**config.mk**
```make
export PLATFORM = sky130hd
export DESIGN_NAME = fetch_unit_flat
export DESIGN_NICKNAME = d
export VERILOG_FILES = /design/src/rtl/mips_pkg.sv /design/src/rtl/fetch_unit_if.sv /design/src/rtl/fetch_skid.sv /design/src/rtl/fetch_unit.sv /design/src/flat_wrapper.sv
export SDC_FILE = /design/constraint.sdc
export NUM_CORES = 1
export LEC_CHECK = 0
export CAP_MARGIN = 20
export CORE_AREA = 2 2 120 122
export DETAILED_ROUTE_END_ITERATION = 7
export DIE_AREA = 0 0 122 124
export PLACE_DENSITY = 0.79
export SLEW_MARGIN = 10
export SYNTH_ARGS = -nofsm -noshare
export SYNTH_HDL_FRONTEND = slang
export SYNTH_SLANG_ARGS = --single-unit
```
**constraint.sdc**
```tcl
create_clock -name clk -period 6.5 [get_ports clk]
set_clock_uncertainty 0.1 [all_clocks]
set_input_delay 1.3 -clock clk [delete_from_list [all_inputs] [get_ports clk]]
set_output_delay 1.3 -clock clk [all_outputs]
set_load 0.005 [all_outputs]
```
**src/rtl/mips_pkg.sv**
```systemverilog
// Shared MIPS front-end types: data width, fetch FSM states, fetch packet.
package mips_pkg;

    localparam int WORD_W = 32;

    typedef enum logic [1:0] {
        FS_IDLE  = 2'd0,
        FS_FETCH = 2'd1,
        FS_FAULT = 2'd2
    } fetch_state_t;

    typedef struct packed {
        logic [WORD_W-1:0] inst;
        logic [WORD_W-1:0] pc;
    } fetch_pkt_t;

endpackage

```
**src/rtl/fetch_unit_if.sv**
```systemverilog
// Fetch bus: instruction memory port, decode handshake and execute redirect.
interface fetch_unit_if;
    import mips_pkg::*;

    logic [WORD_W-1:0] imem_addr;
    logic [WORD_W-1:0] imem_data;
    logic              dec_ready;
    logic              redirect_valid;
    logic [WORD_W-1:0] redirect_pc;
    logic              inst_valid;
    logic [WORD_W-1:0] inst;
    logic [WORD_W-1:0] inst_pc;
    logic              fault;

    modport master (
        output imem_addr, inst_valid, inst, inst_pc, fault,
        input  imem_data, dec_ready, redirect_valid, redirect_pc
    );

    modport slave (
        input  imem_addr, inst_valid, inst, inst_pc, fault,
        output imem_data, dec_ready, redirect_valid, redirect_pc
    );

endinterface

```
**src/rtl/fetch_skid.sv**
```systemverilog
// One-entry skid buffer holding a memory word that decode could not take.
module fetch_skid
    import mips_pkg::*;
(
    input  logic       clk,
    input  logic       reset,
    input  logic       i_load,
    input  logic       i_clear,
    input  logic       i_flush,
    input  fetch_pkt_t i_pkt,
    output logic       o_valid,
    output fetch_pkt_t o_pkt
);

    logic       r_valid;
    fetch_pkt_t r_pkt;

    always_ff @(posedge clk or posedge reset) begin
        if (reset) begin
            r_valid <= 1'b0;
            r_pkt   <= '0;
        end else if (i_flush) begin
            r_valid <= 1'b0;
        end else if (i_load) begin
            r_valid <= 1'b1;
            r_pkt   <= i_pkt;
        end else if (i_clear) begin
            r_valid <= 1'b0;
        end
    end

    assign o_valid = r_valid;
    assign o_pkt   = r_pkt;

endmodule

```
**src/rtl/fetch_unit.sv**
```systemverilog
// Instruction fetch: PC, pending-read tracking over a 1-cycle registered memory, redirect, range fault.
// state    | meaning
// FS_IDLE  | reset state, first read not yet issued
// FS_FETCH | issuing reads and delivering words to decode
// FS_FAULT | PC left the legal range; no reads until redirect or reset
module fetch_unit
    import mips_pkg::*;
#(
    parameter logic [WORD_W-1:0] BASE_ADDR = '0,
    parameter int unsigned       MEM_SIZE  = 64,
    parameter logic [WORD_W-1:0] RESET_PC  = '0
) (
    input logic          clk,
    input logic          reset,
    fetch_unit_if.master bus
);

    localparam logic [WORD_W-1:0] LP_MEM_SIZE = WORD_W'(MEM_SIZE);

    fetch_state_t      r_state;
    logic [WORD_W-1:0] r_pc;
    logic              r_pend_valid;
    logic [WORD_W-1:0] r_pend_pc;
    logic              r_fault;

    logic       w_skid_valid;
    fetch_pkt_t w_skid_pkt;
    fetch_pkt_t w_cap_pkt;
    logic       w_inst_valid;
    logic       w_stall_cap;
    logic       w_skid_clear;
    logic       w_pc_ok;

    assign w_inst_valid = w_skid_valid | r_pend_valid;
    assign w_stall_cap  = r_pend_valid & ~bus.dec_ready & ~w_skid_valid;
    assign w_skid_clear = w_skid_valid & bus.dec_ready;
    assign w_pc_ok      = (r_pc < LP_MEM_SIZE);
    assign w_cap_pkt    = '{inst: bus.imem_data, pc: r_pend_pc};

    fetch_skid u_skid (
        .clk     (clk),
        .reset   (reset),
        .i_load  (w_stall_cap),
        .i_clear (w_skid_clear),
        .i_flush (bus.redirect_valid),
        .i_pkt   (w_cap_pkt),
        .o_valid (w_skid_valid),
        .o_pkt   (w_skid_pkt)
    );

    always_ff @(posedge clk or posedge reset) begin
        if (reset) begin
            r_state      <= FS_IDLE;
            r_pc         <= RESET_PC;
            r_pend_valid <= 1'b0;
            r_pend_pc    <= '0;
            r_fault      <= 1'b0;
        end else if (bus.redirect_valid) begin
            r_state      <= FS_FETCH;
            r_pc         <= bus.redirect_pc;
            r_pend_valid <= 1'b0;
            r_fault      <= 1'b0;
        end else begin
            case (r_state)
                FS_IDLE: r_state <= FS_FETCH;
                FS_FETCH: begin
                    if (w_skid_valid) begin
                        // pend_pc == pc while the skid is full; step pc as it drains so the
                        // pending word is not re-issued on resume
                        if (bus.dec_ready) r_pc <= r_pc + 1'b1;
                    end else if (w_stall_cap) begin
                        r_pend_pc <= r_pc;
                        if (w_pc_ok) begin
                            r_pend_valid <= 1'b1;
                        end else begin
                            r_pend_valid <= 1'b0;
                            r_state      <= FS_FAULT;
                            r_fault      <= 1'b1;
                        end
                    end else if (w_pc_ok) begin
                        r_pend_pc    <= r_pc;
                        r_pend_valid <= 1'b1;
                        r_pc         <= r_pc + 1'b1;
                    end else begin
                        r_pend_valid <= 1'b0;
                        r_state      <= FS_FAULT;
                        r_fault      <= 1'b1;
                    end
                end
                FS_FAULT: begin
                    r_pend_valid <= 1'b0;
                    r_fault      <= 1'b1;
                end
                default: r_state <= FS_IDLE;
            endcase
        end
    end

    assign bus.imem_addr  = r_pc + BASE_ADDR;
    assign bus.inst_valid = w_inst_valid;
    assign bus.inst       = w_skid_valid ? w_skid_pkt.inst :
                            (r_pend_valid ? bus.imem_data : '0);
    assign bus.inst_pc    = w_skid_valid ? w_skid_pkt.pc :
                            (r_pend_valid ? r_pend_pc : '0);
    assign bus.fault      = r_fault;

endmodule

```
**src/flat_wrapper.sv**
```systemverilog
// flat-port wrapper written by rule: the top's interface ports become plain ports
module fetch_unit_flat import mips_pkg::*;
#(
    parameter logic [WORD_W-1:0] BASE_ADDR = '0,
    parameter int unsigned       MEM_SIZE  = 64,
    parameter logic [WORD_W-1:0] RESET_PC  = '0
)
  (clk, reset, bus_imem_addr, bus_inst_valid, bus_inst, bus_inst_pc, bus_fault, bus_imem_data, bus_dec_ready, bus_redirect_valid, bus_redirect_pc);
  fetch_unit_if bus_i ();
  input logic clk;
  input logic reset;
  output wire logic [$bits(bus_i.imem_addr)-1:0] bus_imem_addr;
  output wire logic [$bits(bus_i.inst_valid)-1:0] bus_inst_valid;
  output wire logic [$bits(bus_i.inst)-1:0] bus_inst;
  output wire logic [$bits(bus_i.inst_pc)-1:0] bus_inst_pc;
  output wire logic [$bits(bus_i.fault)-1:0] bus_fault;
  input wire logic [$bits(bus_i.imem_data)-1:0] bus_imem_data;
  input wire logic [$bits(bus_i.dec_ready)-1:0] bus_dec_ready;
  input wire logic [$bits(bus_i.redirect_valid)-1:0] bus_redirect_valid;
  input wire logic [$bits(bus_i.redirect_pc)-1:0] bus_redirect_pc;
  assign bus_imem_addr = bus_i.imem_addr;
  assign bus_inst_valid = bus_i.inst_valid;
  assign bus_inst = bus_i.inst;
  assign bus_inst_pc = bus_i.inst_pc;
  assign bus_fault = bus_i.fault;
  assign bus_i.imem_data = bus_imem_data;
  assign bus_i.dec_ready = bus_dec_ready;
  assign bus_i.redirect_valid = bus_redirect_valid;
  assign bus_i.redirect_pc = bus_redirect_pc;
  fetch_unit #(.BASE_ADDR(BASE_ADDR), .MEM_SIZE(MEM_SIZE), .RESET_PC(RESET_PC)) u_core (.clk(clk), .reset(reset), .bus(bus_i));
endmodule
```
* Word-level counts from Yosys, hierarchy flattened
Index checks and enable logic that the tools add are counted. Widths: inputs -> output; s select.
Cells by class: add/subtract/negate cells 1, magnitude comparators 1, equality and inequality tests 7, mux-type cells 27, bitwise logic cells 7, reduce and logical (&&, ||, !) cells 12
Operators with widths (number):
- $mux 32 | 12
- $add 32x1->32 const B | 1
- $lt 32x7->1 const B | 1
- $mux 1 | 9
- $ne 3x3->1 const B | 3
- $reduce_bool 3->1 | 3
- $reduce_and 4->1 | 2
- $mux 2 | 3
- $pmux 2 s3 | 1
- $reduce_and 3->1 | 2
- $pmux 1 s2 | 2
- $reduce_and 2->1 | 2
- $reduce_bool 2->1 | 2
- $and 1x1->1 | 3
- $ne 3x2->1 const B | 1
- $not 1->1 | 3
- $eq 2x1->1 const B | 1
- $eq 2x2->1 const B | 1
- $logic_not 2->1 | 1
- $ne 2x2->1 const B | 1
- $or 1x1->1 | 1
Storage, ports and cells: register bits after elaboration 133, input port bits 68, output and inout port bits 98, word-level logic and storage cells 63

* Depth between registers and ports, before layout
depth after elaboration 7, gate-level depth with buffers 8, depth with buffers taken out 6

* Modules after synthesis
A second synthesis with hierarchy kept.
Unflattened totals: cell total of the unflattened synthesis 594, area total of the unflattened synthesis 6961.7 µm²
Modules (own cells, without submodules):
- fetch_unit | instances 1, cells each 453, area each 4216.5 µm², seq. area each 1701.6 µm²
- fetch_skid | instances 1, cells each 141, area each 2745.1 µm², seq. area each 1626.6 µm²

* Worst setup path after synthesis
Ideal clock, no wire load.
kind input-to-reg, start point in bus_redirect_valid, end point reg u_core.u_skid.r_pkt (netlist bit u_core.u_skid.o_pkt[32]), library setup time 0.125 ns, data arrival time 2.720 ns, data required time 6.275 ns, setup slack 3.556 ns, cell stages on the path 5, path buffers 3, path through clkbuf_1 nor4b_1 clkbuf_1 buf_2 mux2_2
On the way: word-level cells in the longest chain between the ends 2
RTL lines:
- start: declaration | line flat_wrapper.sv:19 | input wire logic [$bits(bus_i.redirect_valid)-1:0] bus_redirect_valid;
- $not 1->1 (no line)
- $reduce_and 2->1 (no line)
- end signal: assignment | line fetch_skid.sv:26 | r_pkt <= i_pkt;
- end: declaration | line fetch_skid.sv:16 | fetch_pkt_t r_pkt;
Every way passes these cells. A chain may end at the register's enable or synchronous reset.

* Final worst setup path
start point in bus_imem_data[15], end point out bus_inst[15]
On the way: word-level cells in the longest chain between the ends 2
RTL lines:
- start: declaration | line flat_wrapper.sv:17 | input wire logic [$bits(bus_i.imem_data)-1:0] bus_imem_data;
- $mux 32 | line fetch_unit.sv:102 | (r_pend_valid ? bus.imem_data : '0);
- $mux 32 | line fetch_unit.sv:101 | assign bus.inst = w_skid_valid ? w_skid_pkt.inst :
- end: declaration | line flat_wrapper.sv:14 | output wire logic [$bits(bus_i.inst)-1:0] bus_inst;
Every way passes these cells.

==> flow_metrics.tcl <==
set metrics [dict create \
    hold_ws_ps 404 \
    nNetsFinal 860 \
    netlist_area_um2 6750 \
    clkTransAtPathRegs_ps 50 \
    yosys.area.top_type_share_pct 49.3 \
    period_minus_slack_ps 3980 \
    synth_seq_area_share_pct 49.3 \
    timing.fmax_ghz 0.252 \
    grt_first_pass_wirelength_um 29300 \
    diodes 0 \
    path_delay_family "buffers and inverters" \
    hold_path_class "reg2reg" \
    synthTopCellsByCount "dfrtp_1, nand2_1, mux2_2" \
    drcViolationCount 0 \
    cp_max_fo 2 \
    yosysWarnings 0 \
    io_pins 166 \
    place_inst 952 \
    r2r_start "u_core.u_skid.o_valid$_DFFE_PP0P_" \
    hold_viol 0 \
    start_util_pct 49.2 \
    tightest_slew_ps 1090 \
    core-area_um2 13700 \
    cellPowerDensity_nw_per_um2 223 \
    place_ws_ps 2200 \
    fp.dieH_um 124 \
    critPathKind "in2out" \
    netlist_instances 649 \
    cts_setup_buffers 0 \
    chipWidth_um 122 \
    yosysUniqueCellTypes 58 \
    ctsHoldBuffers 0 \
    start_kind "primary input" \
    grt_start_max_net_pins 108 \
    multi_input_comb_area_um2 3190 \
    syn_area_per_cell_um2 10.4 \
    regArea_um2 3330 \
    fin_setup_tns_ps 0 \
    rsz0062_at_grt "no" \
    wire_per_inst_um 18.5 \
    cts_resized 0 \
    num_rows 43 \
    cp.required_ps 5100 \
    critPathLaunch "bus_imem_data[15]" \
    first_iter_violations 484 \
    cts_buffer_depth 2 \
    postRouteWirelength_um 18200 \
    critPathMostFrequentCell "clkdlybuf4s50_1" \
    r2r_slack_ps 3140 \
    n_fill_cell 1088 \
    fin_cells 982 \
    cap_violations 0 \
    track_usage_pct 24.9 \
    drive_above_1_share_pct 18.2 \
    cts_root_buffer "clkbuf_16" \
    grt_pass1_vias 5696 \
    syn2layout_area_growth_pct 34.0 \
    finalSetupViolCount 0 \
    cp-end-kind "output port" \
    crit_buf_inv 2 \
    synth.area.top_cells "dfrtp_1, mux2_2, nand2_1" \
    antenna_found_initial 0 \
    vias_per_cell 5.90 \
    cp_data_arrival_time_ps 2580 \
    ff2ff_path_depth 5 \
    drv_slew 0 \
    clkSinkCount 133 \
    p_leak_nw 3.82 \
    hold_depth 1 \
    portBuffers 165 \
    slew-limit-headroom_pct 26.8 \
    period_share_pct 61.2 \
    cp.depth 4 \
    cp_cell_sequence "clkdlybuf4s50_1 > nand2_1 > o21ai_0 > clkdlybuf4s50_1" \
    cts_made_buffers 17 \
    overflow 0 \
    hpwl_um 12000 \
    first_pass_iters 5 \
    dieArea_um2 15100 \
    yosys.cell_count.top_type "dfrtp_1" \
    synth-edff-count 0 \
    cpMaxStageDelayCell "clkdlybuf4s50_1" \
    num_vias 5793 \
    status "complete, no violations" \
    ys.flop_type "dfrtp_1" \
    syn_nets 718 \
    gp_congestion 0.907 \
    vdd_drop_max_mv 0.185 \
    ys_ff_latch 133 \
    max_stage_delay_ps 540 \
    utilization_pct 66.0 \
    fin_ws_ps 2520 \
    worstSkewPairLatency_ps 420 \
    yosys.area.top_type "dfrtp_1" \
    htree_num_levels 4 \
    cts_tree "done" \
    ant_nets 0 \
    ys_async_sr_fraction_pct 100 \
    hp-start "u_core.u_skid.o_pkt[44]$_DFFE_PP0P_" \
]
==> worst register-to-register path, stage by stage (launching register included) <==
cell and delay [ps]:
dfrtp_2 360, buf_4 750, nor4b_2 170, buf_4 430, o21ai_4 980, mux2_2 460
==> kinds of logic after synthesis <==
family          after synthesis  share of synthesized area (%)
simple gates                219                           16.4
compound gates              142                           14.3
buf+inv                      58                           3.76
flops                       133                           49.3
mux                          96                           16.0
fa+ha+maj                     1                          0.185
==> sequential cells by signal (all words and copies together), names as in the netlist <==
register	flops
u_core.u_skid.o_pkt	64
u_core.r_pc	32
u_core.r_pend_pc	32
u_core.r_state	2
u_core.bus.fault	1
u_core.r_pend_valid	1
u_core.u_skid.o_valid	1
==> metal layers <==
layer | GRT usage (%) | vias to the layer above | share of wire (%)
li1 | - | 2668 | -
met1 | 33.5 | 2827 | 42
met2 | 39.8 | 265 | 48
met3 | 4.76 | 33 | 7.5
met4 | 10.5 | 0 | 2.2
met5 | 0 | - | 0
==> final cells by class <==
cell class / count / share of cell area (%)
clock buffers: 26 / 5.63
clock inverters: 4 / 0.498
inverters: 9 / 0.429
multi-input cells: 458 / 35.2
flip-flops and latches: 133 / 36.8
well taps: 180 / 2.49
repair buffers: 172 / 18.9
==> final timing paths <==
check	to
worst max-delay path	bus_inst[15]
worst min-delay path	u_core.u_skid.o_pkt[44]$_DFFE_PP0P_
worst max register to register	u_core.r_pend_pc[23]$_DFFE_PP0P_
worst min register to register	u_core.u_skid.o_pkt[44]$_DFFE_PP0P_
max in group asynchronous	u_core.u_skid.o_valid$_DFFE_PP0P_
min in group asynchronous	u_core.u_skid.o_pkt[44]$_DFFE_PP0P_
==> report_power, final <==
group          switching, mW  total, mW  internal (mW)
combinational         0.0887      0.194          0.105
clock                  0.333      0.904          0.571
sequential            0.0562      0.917          0.861
total                  0.478       2.02           1.54
==> metrics by stage <==
stage / total power [mW] / instance area (µm²)
2_1_floorplan: 1.00 / 6750
3_3_place_gp: 1.12 / 8480
3_5_place_dp: 1.12 / 8490
4_1_cts: 2.02 / 9050
5_1_grt: 2.09 / 9050
6_report: 2.02 / 9050
==> cells in the final DEF, fill, tap and decap left out, types with 6 or more instances in the layout <==
master	netlist	routed
o31ai_1	12	12
or4_1	12	12
and3_1	6	6
nand4_1	10	10
dfrtp_1	133	132
clkdlybuf4s50_1	0	165
clkbuf_16	0	17
nand2_1	98	98
o21ai_0	48	48
nor2_1	31	31
a31oi_1	22	22
a22o_1	30	30
inv_1	8	7
nor4_1	9	9
nand3_1	20	20
mux2_2	96	96
nor3_1	6	6
buf_4	0	6
Power figures use the tool's default switching activity.
